## src/rtl/la_pkg.sv

```systemverilog
// la_pkg: shared definitions for the logic analyzer capture core.
// Holds the host opcodes, the capture/readout state encoding, the ID word
// returned to the host and the RAM geometry (32 channels x 32 entries).
package la_pkg;

    localparam int LA_WIDTH = 32;   // channels per sample
    localparam int LA_DEPTH = 32;   // sample RAM entries
    localparam int LA_AW    = 5;    // RAM address width

    localparam logic [7:0] OP_NOP     = 8'h00;
    localparam logic [7:0] OP_RUN     = 8'h01;
    localparam logic [7:0] OP_ID      = 8'h02;
    localparam logic [7:0] OP_SRST    = 8'h03;
    localparam logic [7:0] OP_MASK_LO = 8'hC0;
    localparam logic [7:0] OP_MASK_HI = 8'hC1;
    localparam logic [7:0] OP_VAL_LO  = 8'hC4;
    localparam logic [7:0] OP_VAL_HI  = 8'hC5;
    localparam logic [7:0] OP_DELAY   = 8'h81;

    localparam logic [31:0] LA_ID_WORD = 32'h534C4131;

    typedef enum logic [2:0] {
        ST_IDLE    = 3'd0,
        ST_SEND_ID = 3'd1,
        ST_ARMED   = 3'd2,
        ST_DELAY   = 3'd3,
        ST_RD_ADDR = 3'd4,
        ST_RD_WAIT = 3'd5,
        ST_RD_SEND = 3'd6
    } la_state_e;

    // Replace one 16-bit half of a configuration word, leaving the other half.
    function automatic logic [31:0] set_half(input logic [31:0] cur,
                                             input logic        hi,
                                             input logic [15:0] half);
        logic [31:0] res;
        res = cur;
        if (hi) begin
            res[31:16] = half;
        end else begin
            res[15:0] = half;
        end
        return res;
    endfunction

endpackage

```

## src/rtl/la_trigger.sv

```systemverilog
// la_trigger: combinational trigger compare.
// Ports: input_i (current sample), mask_i / value_i (trigger configuration),
//        hit_o (all masked channels equal the masked value; mask 0 always hits).
module la_trigger
    import la_pkg::*;
(
    input  logic [31:0] input_i,
    input  logic [31:0] mask_i,
    input  logic [31:0] value_i,
    output logic        hit_o
);

    // Channels outside the mask are don't-care on both sides of the compare.
    always_comb begin
        hit_o = ((input_i & mask_i) == (value_i & mask_i));
    end

endmodule

```

## src/rtl/la_core.sv

```systemverilog
// la_core: command decode, trigger configuration, ring capture and newest-first
// readout for a SUMP-style logic analyzer.
// Ports: clk_i / rst_in (sync, active-high); cmd_i {opcode, arg} one-cycle
//        commands; input_i channel samples; tx_rdy_i transmitter ready;
//        mem_i RAM read data (one cycle after addr_o); we_o / addr_o / mem_o
//        RAM write port (addr_o also used for reads); tx_stb_o / tx_o
//        one-cycle transmit strobe and word.
module la_core
    import la_pkg::*;
(
    input  logic        clk_i,
    input  logic        rst_in,
    input  logic [31:0] cmd_i,
    input  logic [31:0] input_i,
    input  logic        tx_rdy_i,
    input  logic [31:0] mem_i,
    output logic        we_o,
    output logic [4:0]  addr_o,
    output logic [31:0] mem_o,
    output logic        tx_stb_o,
    output logic [31:0] tx_o
);

    localparam int REM_W = $clog2(LA_DEPTH) + 1;

    la_state_e              state_q, state_d;
    logic [LA_AW-1:0]       wptr_q, wptr_d;
    logic [LA_AW-1:0]       rptr_q, rptr_d;
    logic [LA_AW-1:0]       cnt_q, cnt_d;
    logic [LA_AW-1:0]       delay_q, delay_d;
    logic [LA_AW-1:0]       rdcnt_q, rdcnt_d;      // read count minus one
    logic [REM_W-1:0]       rem_q, rem_d;
    logic [LA_WIDTH-1:0]    mask_q, mask_d;
    logic [LA_WIDTH-1:0]    value_q, value_d;
    logic [LA_WIDTH-1:0]    data_q, data_d;

    logic [7:0]             opcode_s;
    logic [23:0]            arg_s;
    logic                   hit_s;
    logic [7:0]             unused_arg_s;

    assign opcode_s     = cmd_i[31:24];
    assign arg_s        = cmd_i[23:0];
    assign unused_arg_s = arg_s[23:16];

    la_trigger u_trigger (
        .input_i (input_i),
        .mask_i  (mask_q),
        .value_i (value_q),
        .hit_o   (hit_s)
    );

    // Next-state, pointer and configuration logic.
    always_comb begin
        state_d = state_q;
        wptr_d  = wptr_q;
        rptr_d  = rptr_q;
        cnt_d   = cnt_q;
        delay_d = delay_q;
        rdcnt_d = rdcnt_q;
        rem_d   = rem_q;
        mask_d  = mask_q;
        value_d = value_q;
        data_d  = data_q;

        if (opcode_s == OP_SRST) begin
            // Abort whatever is running; configuration survives.
            state_d = ST_IDLE;
            wptr_d  = 5'd0;
            rptr_d  = 5'd0;
            cnt_d   = 5'd0;
            rem_d   = 6'd0;
            data_d  = 32'd0;
        end else begin
            case (state_q)
                ST_IDLE: begin
                    case (opcode_s)
                        OP_NOP:     state_d = ST_IDLE;
                        OP_RUN: begin
                            state_d = ST_ARMED;
                            wptr_d  = 5'd0;
                        end
                        OP_ID:      state_d = ST_SEND_ID;
                        OP_MASK_LO: mask_d  = set_half(mask_q, 1'b0, arg_s[15:0]);
                        OP_MASK_HI: mask_d  = set_half(mask_q, 1'b1, arg_s[15:0]);
                        OP_VAL_LO:  value_d = set_half(value_q, 1'b0, arg_s[15:0]);
                        OP_VAL_HI:  value_d = set_half(value_q, 1'b1, arg_s[15:0]);
                        OP_DELAY: begin
                            delay_d = arg_s[4:0];
                            rdcnt_d = arg_s[12:8];
                        end
                        default:    state_d = ST_IDLE;
                    endcase
                end
                ST_SEND_ID: begin
                    if (tx_rdy_i) begin
                        state_d = ST_IDLE;
                    end else begin
                        state_d = ST_SEND_ID;
                    end
                end
                ST_ARMED: begin
                    wptr_d = wptr_q + 5'd1;
                    if (hit_s) begin
                        // The trigger sample is the one written this cycle.
                        rptr_d = wptr_q;
                        rem_d  = {1'b0, rdcnt_q} + 6'd1;
                        cnt_d  = delay_q;
                        if (delay_q == 5'd0) begin
                            state_d = ST_RD_ADDR;
                        end else begin
                            state_d = ST_DELAY;
                        end
                    end else begin
                        state_d = ST_ARMED;
                    end
                end
                ST_DELAY: begin
                    wptr_d = wptr_q + 5'd1;
                    if (cnt_q == 5'd1) begin
                        rptr_d  = wptr_q;
                        state_d = ST_RD_ADDR;
                    end else begin
                        cnt_d = cnt_q - 5'd1;
                    end
                end
                ST_RD_ADDR: state_d = ST_RD_WAIT;
                ST_RD_WAIT: begin
                    data_d  = mem_i;
                    state_d = ST_RD_SEND;
                end
                ST_RD_SEND: begin
                    if (tx_rdy_i) begin
                        if (rem_q == 6'd1) begin
                            state_d = ST_IDLE;
                        end else begin
                            rem_d   = rem_q - 6'd1;
                            rptr_d  = rptr_q - 5'd1;
                            state_d = ST_RD_ADDR;
                        end
                    end else begin
                        state_d = ST_RD_SEND;
                    end
                end
                default: state_d = ST_IDLE;
            endcase
        end
    end

    // State, pointer and configuration registers.
    always_ff @(posedge clk_i) begin
        if (rst_in) begin
            state_q <= ST_IDLE;
            wptr_q  <= 5'd0;
            rptr_q  <= 5'd0;
            cnt_q   <= 5'd0;
            delay_q <= 5'd0;
            rdcnt_q <= 5'd0;
            rem_q   <= 6'd0;
            mask_q  <= 32'd0;
            value_q <= 32'd0;
            data_q  <= 32'd0;
        end else begin
            state_q <= state_d;
            wptr_q  <= wptr_d;
            rptr_q  <= rptr_d;
            cnt_q   <= cnt_d;
            delay_q <= delay_d;
            rdcnt_q <= rdcnt_d;
            rem_q   <= rem_d;
            mask_q  <= mask_d;
            value_q <= value_d;
            data_q  <= data_d;
        end
    end

    // Output decode from registered state; the strobe is gated by tx_rdy_i
    // so it can never fire while the transmitter is busy.
    always_comb begin
        we_o     = 1'b0;
        addr_o   = 5'd0;
        mem_o    = 32'd0;
        tx_stb_o = 1'b0;
        tx_o     = 32'd0;
        case (state_q)
            ST_ARMED, ST_DELAY: begin
                we_o   = 1'b1;
                addr_o = wptr_q;
                mem_o  = input_i;
            end
            ST_RD_ADDR: addr_o = rptr_q;
            ST_SEND_ID: begin
                if (tx_rdy_i) begin
                    tx_stb_o = 1'b1;
                    tx_o     = LA_ID_WORD;
                end else begin
                    tx_stb_o = 1'b0;
                end
            end
            ST_RD_SEND: begin
                if (tx_rdy_i) begin
                    tx_stb_o = 1'b1;
                    tx_o     = data_q;
                end else begin
                    tx_stb_o = 1'b0;
                end
            end
            default: we_o = 1'b0;
        endcase
    end

endmodule

```

## config.mk

```make
export PLATFORM = sky130hd
export DESIGN_NAME = la_core
export DESIGN_NICKNAME = d
export VERILOG_FILES = /design/src/rtl/la_pkg.sv /design/src/rtl/la_trigger.sv /design/src/rtl/la_core.sv
export SDC_FILE = /design/constraint.sdc
export NUM_CORES = 1
export LEC_CHECK = 0
export CORE_MARGIN = 3
export CORE_UTILIZATION = 35
export DETAILED_ROUTE_END_ITERATION = 8
export GPL_TIMING_DRIVEN = 0
export SYNTH_ARGS = -nofsm -noshare
export SYNTH_HDL_FRONTEND = slang
export SYNTH_HIERARCHICAL = 1
export SYNTH_SLANG_ARGS = --single-unit
```

## constraint.sdc

```tcl
create_clock -name clk_i -period 4.1 [get_ports clk_i]
set_input_delay 0.82 -clock clk_i [delete_from_list [all_inputs] [get_ports clk_i]]
set_output_delay 0.82 -clock clk_i [all_outputs]
set_load 0.005 [all_outputs]
```

After elaboration in Yosys (flattened, before gate mapping). Index checks and enable logic that the tools add are counted.

Word-level logic and storage cells: 100. Output and inout bits: 71. Bits in registers: 130.

Eq/ne operators: 24. Add/subtract/negate cells: 5. Multiplexer cells: 32. Bitwise logic cells: 7. Reduce and logical (&&, ||, !) cells: 20.

Operators by type and width (number): $pmux 32 s2 (3); $and 32x32->32 (2); $mux 32 (2); $eq 8x8->1 const B (5); $mux 5 (7); $eq 32x32->1 (1); $mux 31 (1); $pmux 5 s2 (3); $pmux 3 s7 (1); $reduce_and 4->1 (5); $mux 6 (3); $eq 8x2->1 const B (2); $mux 3 (5); $pmux 5 s3 (1); $ne 2x2->1 const B (6); $pmux 6 s2 (1); $sub 5x1->5 const B (2); $eq 3x3->1 const B (3); $pmux 3 s3 (1); $eq 8x1->1 const B (1); $add 5x1->6 const B (1); $eq 3x2->1 const B (2); $eq 6x1->1 const B (1); $reduce_and 3->1 (2); other kinds (15) (27).

Longest topological paths before layout. Gate-level depths: netlist (run 1).

Depth after elaboration: 4. Depth in mapped cells: 8.

Modules after synthesis. The synthesis (run 1) kept the hierarchy.

Modules (own cells, without submodules): la_core (area each 6127.1 um^2, cells an instance 775, instances 1); la_trigger (area each 437.9 um^2, cells an instance 53, instances 1).

Least setup slack after synthesis (run 1). Ideal clock, no wire load.

Path type: input -> register. Start: in input_i[23]. End: reg rptr_q[2]. Path buffers: 0. Data required time: 3.983 ns. Stages: 8. Arrival time: 2.707 ns. Slack: 1.276 ns. Path through: xor2_1 -> a22oi_1 -> nand4_1 -> nor4_2 -> mux2i_1 -> a311oi_1 -> o221ai_1 -> a32o_1.

Longest elaborated chain between the ends: 4.

Ends and longest elaborated chain: from (decl) (line la_core.sv:14) `input logic [31:0] input_i,`; $and 32x32->32 (line la_trigger.sv:15) `hit_o = ((input_i & mask_i) == (value_i & mask_i));`; $eq 32x32->1 (line la_trigger.sv:15); named net hit_s (line la_core.sv:39) `logic hit_s;`; $ne 2x2->1 (no line); $reduce_and 5->1 (no line); to (signal assigned) (line la_core.sv:166) `rptr_q <= rptr_d;`; to (decl) (line la_core.sv:28) `logic [LA_AW-1:0] rptr_q, rptr_d;`.

The timed path passes the listed nets, and every way through them passes these cells. A chain may end at the register's enable or synchronous reset.

Worst setup path in the final report (run 1).
Start: in tx_rdy_i. End: out tx_o[25].

Longest elaborated chain between the ends: 2.

Ends and longest elaborated chain: from (decl) (line la_core.sv:15) `input logic tx_rdy_i,`; $mux 32 / $mux 31 (equally long branches) (line la_core.sv:201, la_core.sv:193); $pmux 32 s2 (*) (line la_core.sv:185) `case (state_q)`; to (decl) (line la_core.sv:21) `output logic [31:0] tx_o`.

Mark *: on every way between the ends. The rest lies on a longest branch, timed or not.

==> impl_metrics.tcl, run 1 <==
set metrics [dict create \
    regToRegStartpoint "value_q[16]" \
    placement.io_buffers 160 \
    grt_pass1_wl_microns 33000 \
    rows 49 \
    initialDrtViolationCount 409 \
    powerDensity_mw_per_mm2 329 \
    worst-slew-pin-transition_ns 0.755 \
    synth.yosys.seq_area_share_pct 39.6 \
    top_area_cell_type_share_of_the_netlist_area_pct 39.6 \
    place.detailed.hpwl_microns 15700 \
    worst-endpoint-arrival_ns 2.99 \
    nNetsFinal 1113 \
    clockRootBuffer "sky130_fd_sc_hd__clkbuf_16" \
    core_sq_mm 0.0182 \
    finalSetupTns_ns 0 \
    power.ir.vdd_worst_v 0.000235 \
    ys_dominant_reg_cell "sky130_fd_sc_hd__dfxtp_1" \
    p_leak_nw 3.27 \
    slew_headroom_pct 48.9 \
    share_of_synthesized_flip_flops_with_an_asynchronous_set_or_reset_pct 0 \
    fin_total_pwr_w 0.00297 \
    timing.setup.critical_path_class "primary input to output port" \
    drt-total-wl_microns 21000 \
    diodes 0 \
    fillers 1826 \
    overall_die_width_microns 143 \
    gr-usage-all-layers_pct 20.4 \
    synth_area_leader_cell "sky130_fd_sc_hd__dfxtp_1" \
    post_synth.cell_area_avg_sq_um 7.93 \
    die_height_microns 143 \
    antenna_violating_nets_post_route 0 \
    synthCells 828 \
    fp.dieArea_sq_mm 0.0204 \
    worstPathMaxFanout 10 \
    synth_enable_flop_cells 0 \
    grt_start_max_net_pins 17 \
    antenna_found_initial 0 \
    finalCritPeriodShare_pct 93.0 \
    pre_cts_slack_ns 0.0785 \
    vias_per_cell 5.17 \
    worstPathRequired_ns 3.28 \
    final_cell_count_no_fill 1249 \
    routedWlPerCell_microns 16.8 \
    synth.cells.most_frequent "168 x sky130_fd_sc_hd__nand2_1, 130 x sky130_fd_sc_hd__dfxtp_1, 94 x sky130_fd_sc_hd__a21oi_1" \
    min_path_type "register to register" \
    ys_seq_elements 130 \
    timing.hold.worst_endpoint "data_q[12]" \
    clock_latency_ns 0.42 \
    timing.max_cap.violations 0 \
    detailroute.via_count 6457 \
    ios 170 \
    clk_pin_slew_worst_paths_ns 0.06 \
    postSynthNetCount 934 \
    fin_ws_ns 0.285 \
    final_layout_size_suffix_gt1_share_pct 6.08 \
    synthMostInstantiatedCell "sky130_fd_sc_hd__nand2_1" \
    detail_route.first_pass.iterations 5 \
    timing.hold.worst_path_depth 2 \
    placed_cells_incl_taps 1217 \
    finalHoldViolations 0 \
    post_cts_buffers 0 \
    netlist-cell-type-count 66 \
    status "finished clean" \
    areaGrowthSynthToFinish_pct 37.9 \
    critPathCaptureType "output port" \
    gr_overflow_total 0 \
    numClockSinks 130 \
    worst_hold_startpoint "data_q[12]" \
    timing_max_transition_violations_final 0 \
    setup_viol 0 \
    crit_path_start_kind "primary input" \
    syn_area_sq_mm 0.00657 \
    floorplan.initialDensity_pct 36.1 \
    gp_routability_congestion 0.850 \
    cts_buffer_depth 2 \
    post-route-min-period_ns 3.81 \
    yosys-top-cells-area "sky130_fd_sc_hd__dfxtp_1 40%, sky130_fd_sc_hd__nand2_1 9.6%, sky130_fd_sc_hd__a21oi_1 7.2%" \
    reg2reg_setup_slack_ns 1.15 \
    yosysWarnings 6 \
    numCtsBuffers 17 \
    timing.rr.end "rptr_q[2]" \
    finClkSkew_ns 0.0139 \
    post-route-drc-count 0 \
    grt_setup_unrepaired "false" \
    grt_pass1_vias 6168 \
    tritoncts "done" \
    cts_htree_levels 4 \
    reg2regPathDepth 8 \
    fmaxAchievable_mhz 262 \
]
metal layers:
metal / vias up / track usage (%) / part of all wire (%)
li1: 3260 / - / -
met1: 3011 / 27.1 / 47
met2: 172 / 34.1 / 48
met3: 14 / 4.66 / 4.6
met4: 0 / 4.65 / 0.91
met5: - / 0 / 0
cell families after synthesis:
group	count (synthesis)	share of synthesized area (%)
simple gates	368	29.3
buf+inv	68	4.29
flops	130	39.6
mux	5	0.781
compound gates	214	19.9
fa+ha+maj	7	1.33
xor+xnor	36	4.80
cells in the final DEF, fill, tap and decap left out, drive strengths merged, types with 4 or more instances in the layout:
| master | synthesis | routed |
|---|---|---|
| xor2 | 32 | 32 |
| clkbuf | 37 | 54 |
| nor4b | 4 | 4 |
| and2 | 35 | 35 |
| nand3 | 40 | 40 |
| inv | 13 | 22 |
| nand2 | 168 | 168 |
| or4 | 4 | 4 |
| a22oi | 18 | 18 |
| a21o | 13 | 13 |
| clkdlybuf4s50 | 0 | 160 |
| nand2b | 41 | 41 |
| a32o | 8 | 8 |
| nor3b | 5 | 5 |
| mux2i | 4 | 4 |
| ha | 7 | 7 |
| nand4 | 5 | 5 |
| o21ai | 46 | 46 |
| nor4 | 7 | 7 |
| clkinv | 0 | 6 |
| nand3b | 5 | 5 |
| a21oi | 94 | 94 |
| nor2 | 13 | 13 |
| nor3 | 5 | 5 |
| xnor2 | 4 | 4 |
| buf | 18 | 18 |
| dfxtp | 130 | 130 |
| and3 | 23 | 23 |
| a31oi | 4 | 4 |
power by group:
group | leakage [nW] | internal (W) | switching, W
registers | 1.05 | 0.00126 | 0.00000121
logic | 1.93 | 0.000104 | 0.000100
clock network | 0.291 | 0.000819 | 0.000685
stage by stage:
stage | cell area, sq um | hold WS (ns) | util, %
2_1_floorplan | 6570 | 0.432 | -
3_3_place_gp | 8450 | 0.438 | 46.4
4_1_cts | 9040 | 0.451 | 49.7
6_report | 9050 | 0.450 | 49.7
5_1_grt | 9050 | 0.466 | 49.7
3_5_place_dp | 8450 | 0.442 | 46.4
worst max-delay path, stage by stage:
cell	delay, ns
sky130_fd_sc_hd__clkdlybuf4s50_1	0.64
sky130_fd_sc_hd__nor3b_2	0.39
sky130_fd_sc_hd__clkbuf_1	0.47
sky130_fd_sc_hd__a21o_1	0.15
sky130_fd_sc_hd__clkdlybuf4s50_1	0.53
cell type report:
class | count | area, sq um | area share, %
multi-input cells | 630 | 3690 | 40.7
flip-flops and latches | 130 | 2600 | 28.8
repair buffers | 160 | 1600 | 17.7
clock buffers | 17 | 425 | 4.70
well taps | 229 | 287 | 3.17
plain buffers | 55 | 233 | 2.57
clock inverters | 15 | 166 | 1.84
inverters | 13 | 48.8 | 0.539
sequential cells by signal (all words and copies together) (netlist names):
signal,count
data_q,32
mask_q,32
rem_q,6
rdcnt_q,5
value_q,32
delay_q,5
cnt_q,5
rptr_q,5
state_q,3
wptr_q,5
how the worst max path moves through the flow:
stage | from | endpoint | cells after the start
after floorplan | input_i[23] | rptr_q[2] | 8
after global placement | tx_rdy_i | tx_o[25] | 5
after detailed placement | tx_rdy_i | tx_o[25] | 5
after CTS | tx_rdy_i | tx_o[25] | 5
after global routing | tx_rdy_i | tx_o[25] | 5
final | tx_rdy_i | tx_o[25] | 5
repair_timing:
| action | CTS | global route |
|---|---|---|
| resized for setup | 0 | 1 |
| endpoints found under the hold margin | 0 | 0 |
| endpoints found under the setup margin | 0 | 10 |
| hold buffers | 0 | 0 |
Power figures use the tool's default switching activity.
==> run 2: changes to the inputs <==
--- a/config.mk
+++ b/config.mk
@@ -6,7 +6,7 @@
 export NUM_CORES = 1
 export LEC_CHECK = 0
 export CORE_MARGIN = 3
-export CORE_UTILIZATION = 35
+export CORE_UTILIZATION = 24
 export DETAILED_ROUTE_END_ITERATION = 8
 export GPL_TIMING_DRIVEN = 0
 export SYNTH_ARGS = -nofsm -noshare
==> run 2 against run 1 <==
Utilization fell by 15 points. Combinational power rose by 2%. Power rose by 3.0%. Largest power group unchanged.
==> impl_metrics.tcl, run 2 (synthesis results as in run 1) <==
set metrics [dict create \
    critPathCaptureType "output port" \
    timing.hold.worst_endpoint "data_q[17]" \
    largestRegisters "data_q: 32 flops, mask_q: 32 flops, value_q: 32 flops" \
    timing.hold.worst_path_depth 2 \
    grt_setup_unrepaired "false" \
    p_leak_nw 3.27 \
    gr_overflow_total 0 \
    min_path_type "register to register" \
    gr-max-usage-layer "met2" \
    status "finished clean" \
    clockRootBuffer "sky130_fd_sc_hd__clkbuf_16" \
    reg2regPathDepth 8 \
    finalCritPeriodShare_pct 95.0 \
    worstPathRequired_ns 3.28 \
    die_height_microns 171 \
    layout.cells.most_common "sky130_fd_sc_hd__nand2_1" \
    cts_buffer_depth 2 \
    met2_usage_pct 24.8 \
    clock_latency_ns 0.42 \
    rows 59 \
    grt.met1_usage_pct 19.4 \
    final_cell_count_no_fill 1355 \
    place.detailed.hpwl_microns 16400 \
    floorplan.initialDensity_pct 24.8 \
    setup_viol 0 \
    post-route-min-period_ns 3.89 \
    detail_route.first_pass.iterations 5 \
    post-route-drc-count 0 \
    worstPathMaxFanout 10 \
    crit_path_start_kind "primary input" \
    areaGrowthSynthToFinish_pct 40.1 \
    grt_start_max_net_pins 17 \
    powerDensity_mw_per_mm2 333 \
    finalHoldViolations 0 \
    antenna_violating_nets_post_route 0 \
    gp_routability_congestion 0.812 \
    diodes 0 \
    timing_max_transition_violations_final 0 \
    ios 170 \
    worst_hold_startpoint "data_q[17]" \
    timing.max_cap.violations 0 \
    numCtsBuffers 17 \
    cts_htree_levels 4 \
    initialDrtViolationCount 468 \
    antenna_found_initial 0 \
    most-common-layout-cells "168 x sky130_fd_sc_hd__nand2_1, 160 x sky130_fd_sc_hd__clkdlybuf4s50_1, 130 x sky130_fd_sc_hd__dfxtp_1" \
    fmaxAchievable_mhz 257 \
    grt_pass1_wl_microns 34400 \
    grt_util_met3_pct 3.42 \
    timing.rr.end "rptr_q[2]" \
    finalSetupTns_ns 0 \
    timing.setup.critical_path_class "primary input to output port" \
    gr-usage-all-layers_pct 14.9 \
    drt-total-wl_microns 22300 \
    power.ir.vdd_worst_v 0.000252 \
    placed_cells_incl_taps 1323 \
    fillers 2783 \
    tritoncts "done" \
    grt_pass1_vias 6311 \
    clk_pin_slew_worst_paths_ns 0.05 \
    worst-slew-pin-transition_ns 0.869 \
    detailroute.via_count 6567 \
    slew_headroom_pct 41.2 \
    worst-endpoint-arrival_ns 3.07 \
    routedWlPerCell_microns 16.4 \
    nNetsFinal 1113 \
    vias_per_cell 4.85 \
    fp.dieArea_sq_mm 0.0294 \
    reg2reg_setup_slack_ns 1.10 \
    regToRegStartpoint "value_q[8]" \
    final_layout_size_suffix_gt1_share_pct 5.98 \
    placement.io_buffers 160 \
    finClkSkew_ns 0.0131 \
    numClockSinks 130 \
    overall_die_width_microns 171 \
    core_sq_mm 0.0265 \
]
run 2: where the power goes:
group          switching [W]  internal, W
Combinational       0.000104     0.000104
Clock               0.000624     0.000966
Sequential        0.00000124      0.00126
run 2: worst max path at each step:
stage / from / slack (ns) / endpoint / cells past startpoint
final: tx_rdy_i / 0.21 / tx_o[24] / 5
after global placement: tx_rdy_i / 0.06 / tx_o[24] / 5
after floorplan: input_i[23] / 1.28 / rptr_q[2] / 8
after detailed placement: tx_rdy_i / 0.06 / tx_o[24] / 5
after global routing: state_q[1] / 0.07 / tx_o[21] / 6
after CTS: tx_rdy_i / 0.05 / tx_o[24] / 5
run 2: per-stage QoR:
| step | utilization [%] | worst slack, ns | total power [W] | cell area [sq um] | hold WS, ns |
|---|---|---|---|---|---|
| finish | 34.7 | 0.206 | 0.00306 | 9200 | 0.450 |
| global route | 34.7 | 0.0748 | 0.00316 | 9200 | 0.464 |
| CTS | 34.7 | 0.0489 | 0.00309 | 9190 | 0.451 |
| detailed placement | 32.4 | 0.0574 | 0.00150 | 8590 | 0.442 |
| global placement | 32.4 | 0.0590 | 0.00150 | 8590 | 0.437 |
| floorplan | - | 1.28 | 0.00135 | 6570 | 0.432 |
run 2: routing by layer:
metal | wire length (microns) | vias to the layer above
met5 | 0 | -
met4 | 297 | 0
met3 | 1460 | 22
met2 | 10200 | 257
met1 | 10300 | 3040
li1 | - | 3248
run 2: worst max-delay path, cell delays in order:
cell	delay [ns]
sky130_fd_sc_hd__clkdlybuf4s50_1	0.66
sky130_fd_sc_hd__nor3b_1	0.56
sky130_fd_sc_hd__clkbuf_2	0.38
sky130_fd_sc_hd__a21o_1	0.13
sky130_fd_sc_hd__clkdlybuf4s50_1	0.51
run 2: final cells by class:
cell class / count / area (sq um) / share of cell area, %
Buffer: 55 / 234 / 2.54
Clock buffer: 18 / 429 / 4.67
Clock inverter: 14 / 179 / 1.95
Inverter: 13 / 48.8 / 0.531
Multi-Input combinational cell: 630 / 3680 / 40.0
Sequential cell: 130 / 2600 / 28.3
Tap cell: 335 / 419 / 4.56
Timing Repair Buffer: 160 / 1600 / 17.4
run 2: repair_timing:
item	4_1_cts	5_1_grt
hold buffers	0	0
setup endpoints to repair	0	10
setup buffers	0	0
gates resized for setup	0	2
==> run 3: changes to the inputs <==
--- a/config.mk
+++ b/config.mk
@@ -13,3 +13,4 @@
 export SYNTH_HDL_FRONTEND = slang
 export SYNTH_HIERARCHICAL = 1
 export SYNTH_SLANG_ARGS = --single-unit
+export TNS_END_PERCENT = 50
==> results of run 3 <==
The final DEF is identical to that of run 2; final timing and power are the same.
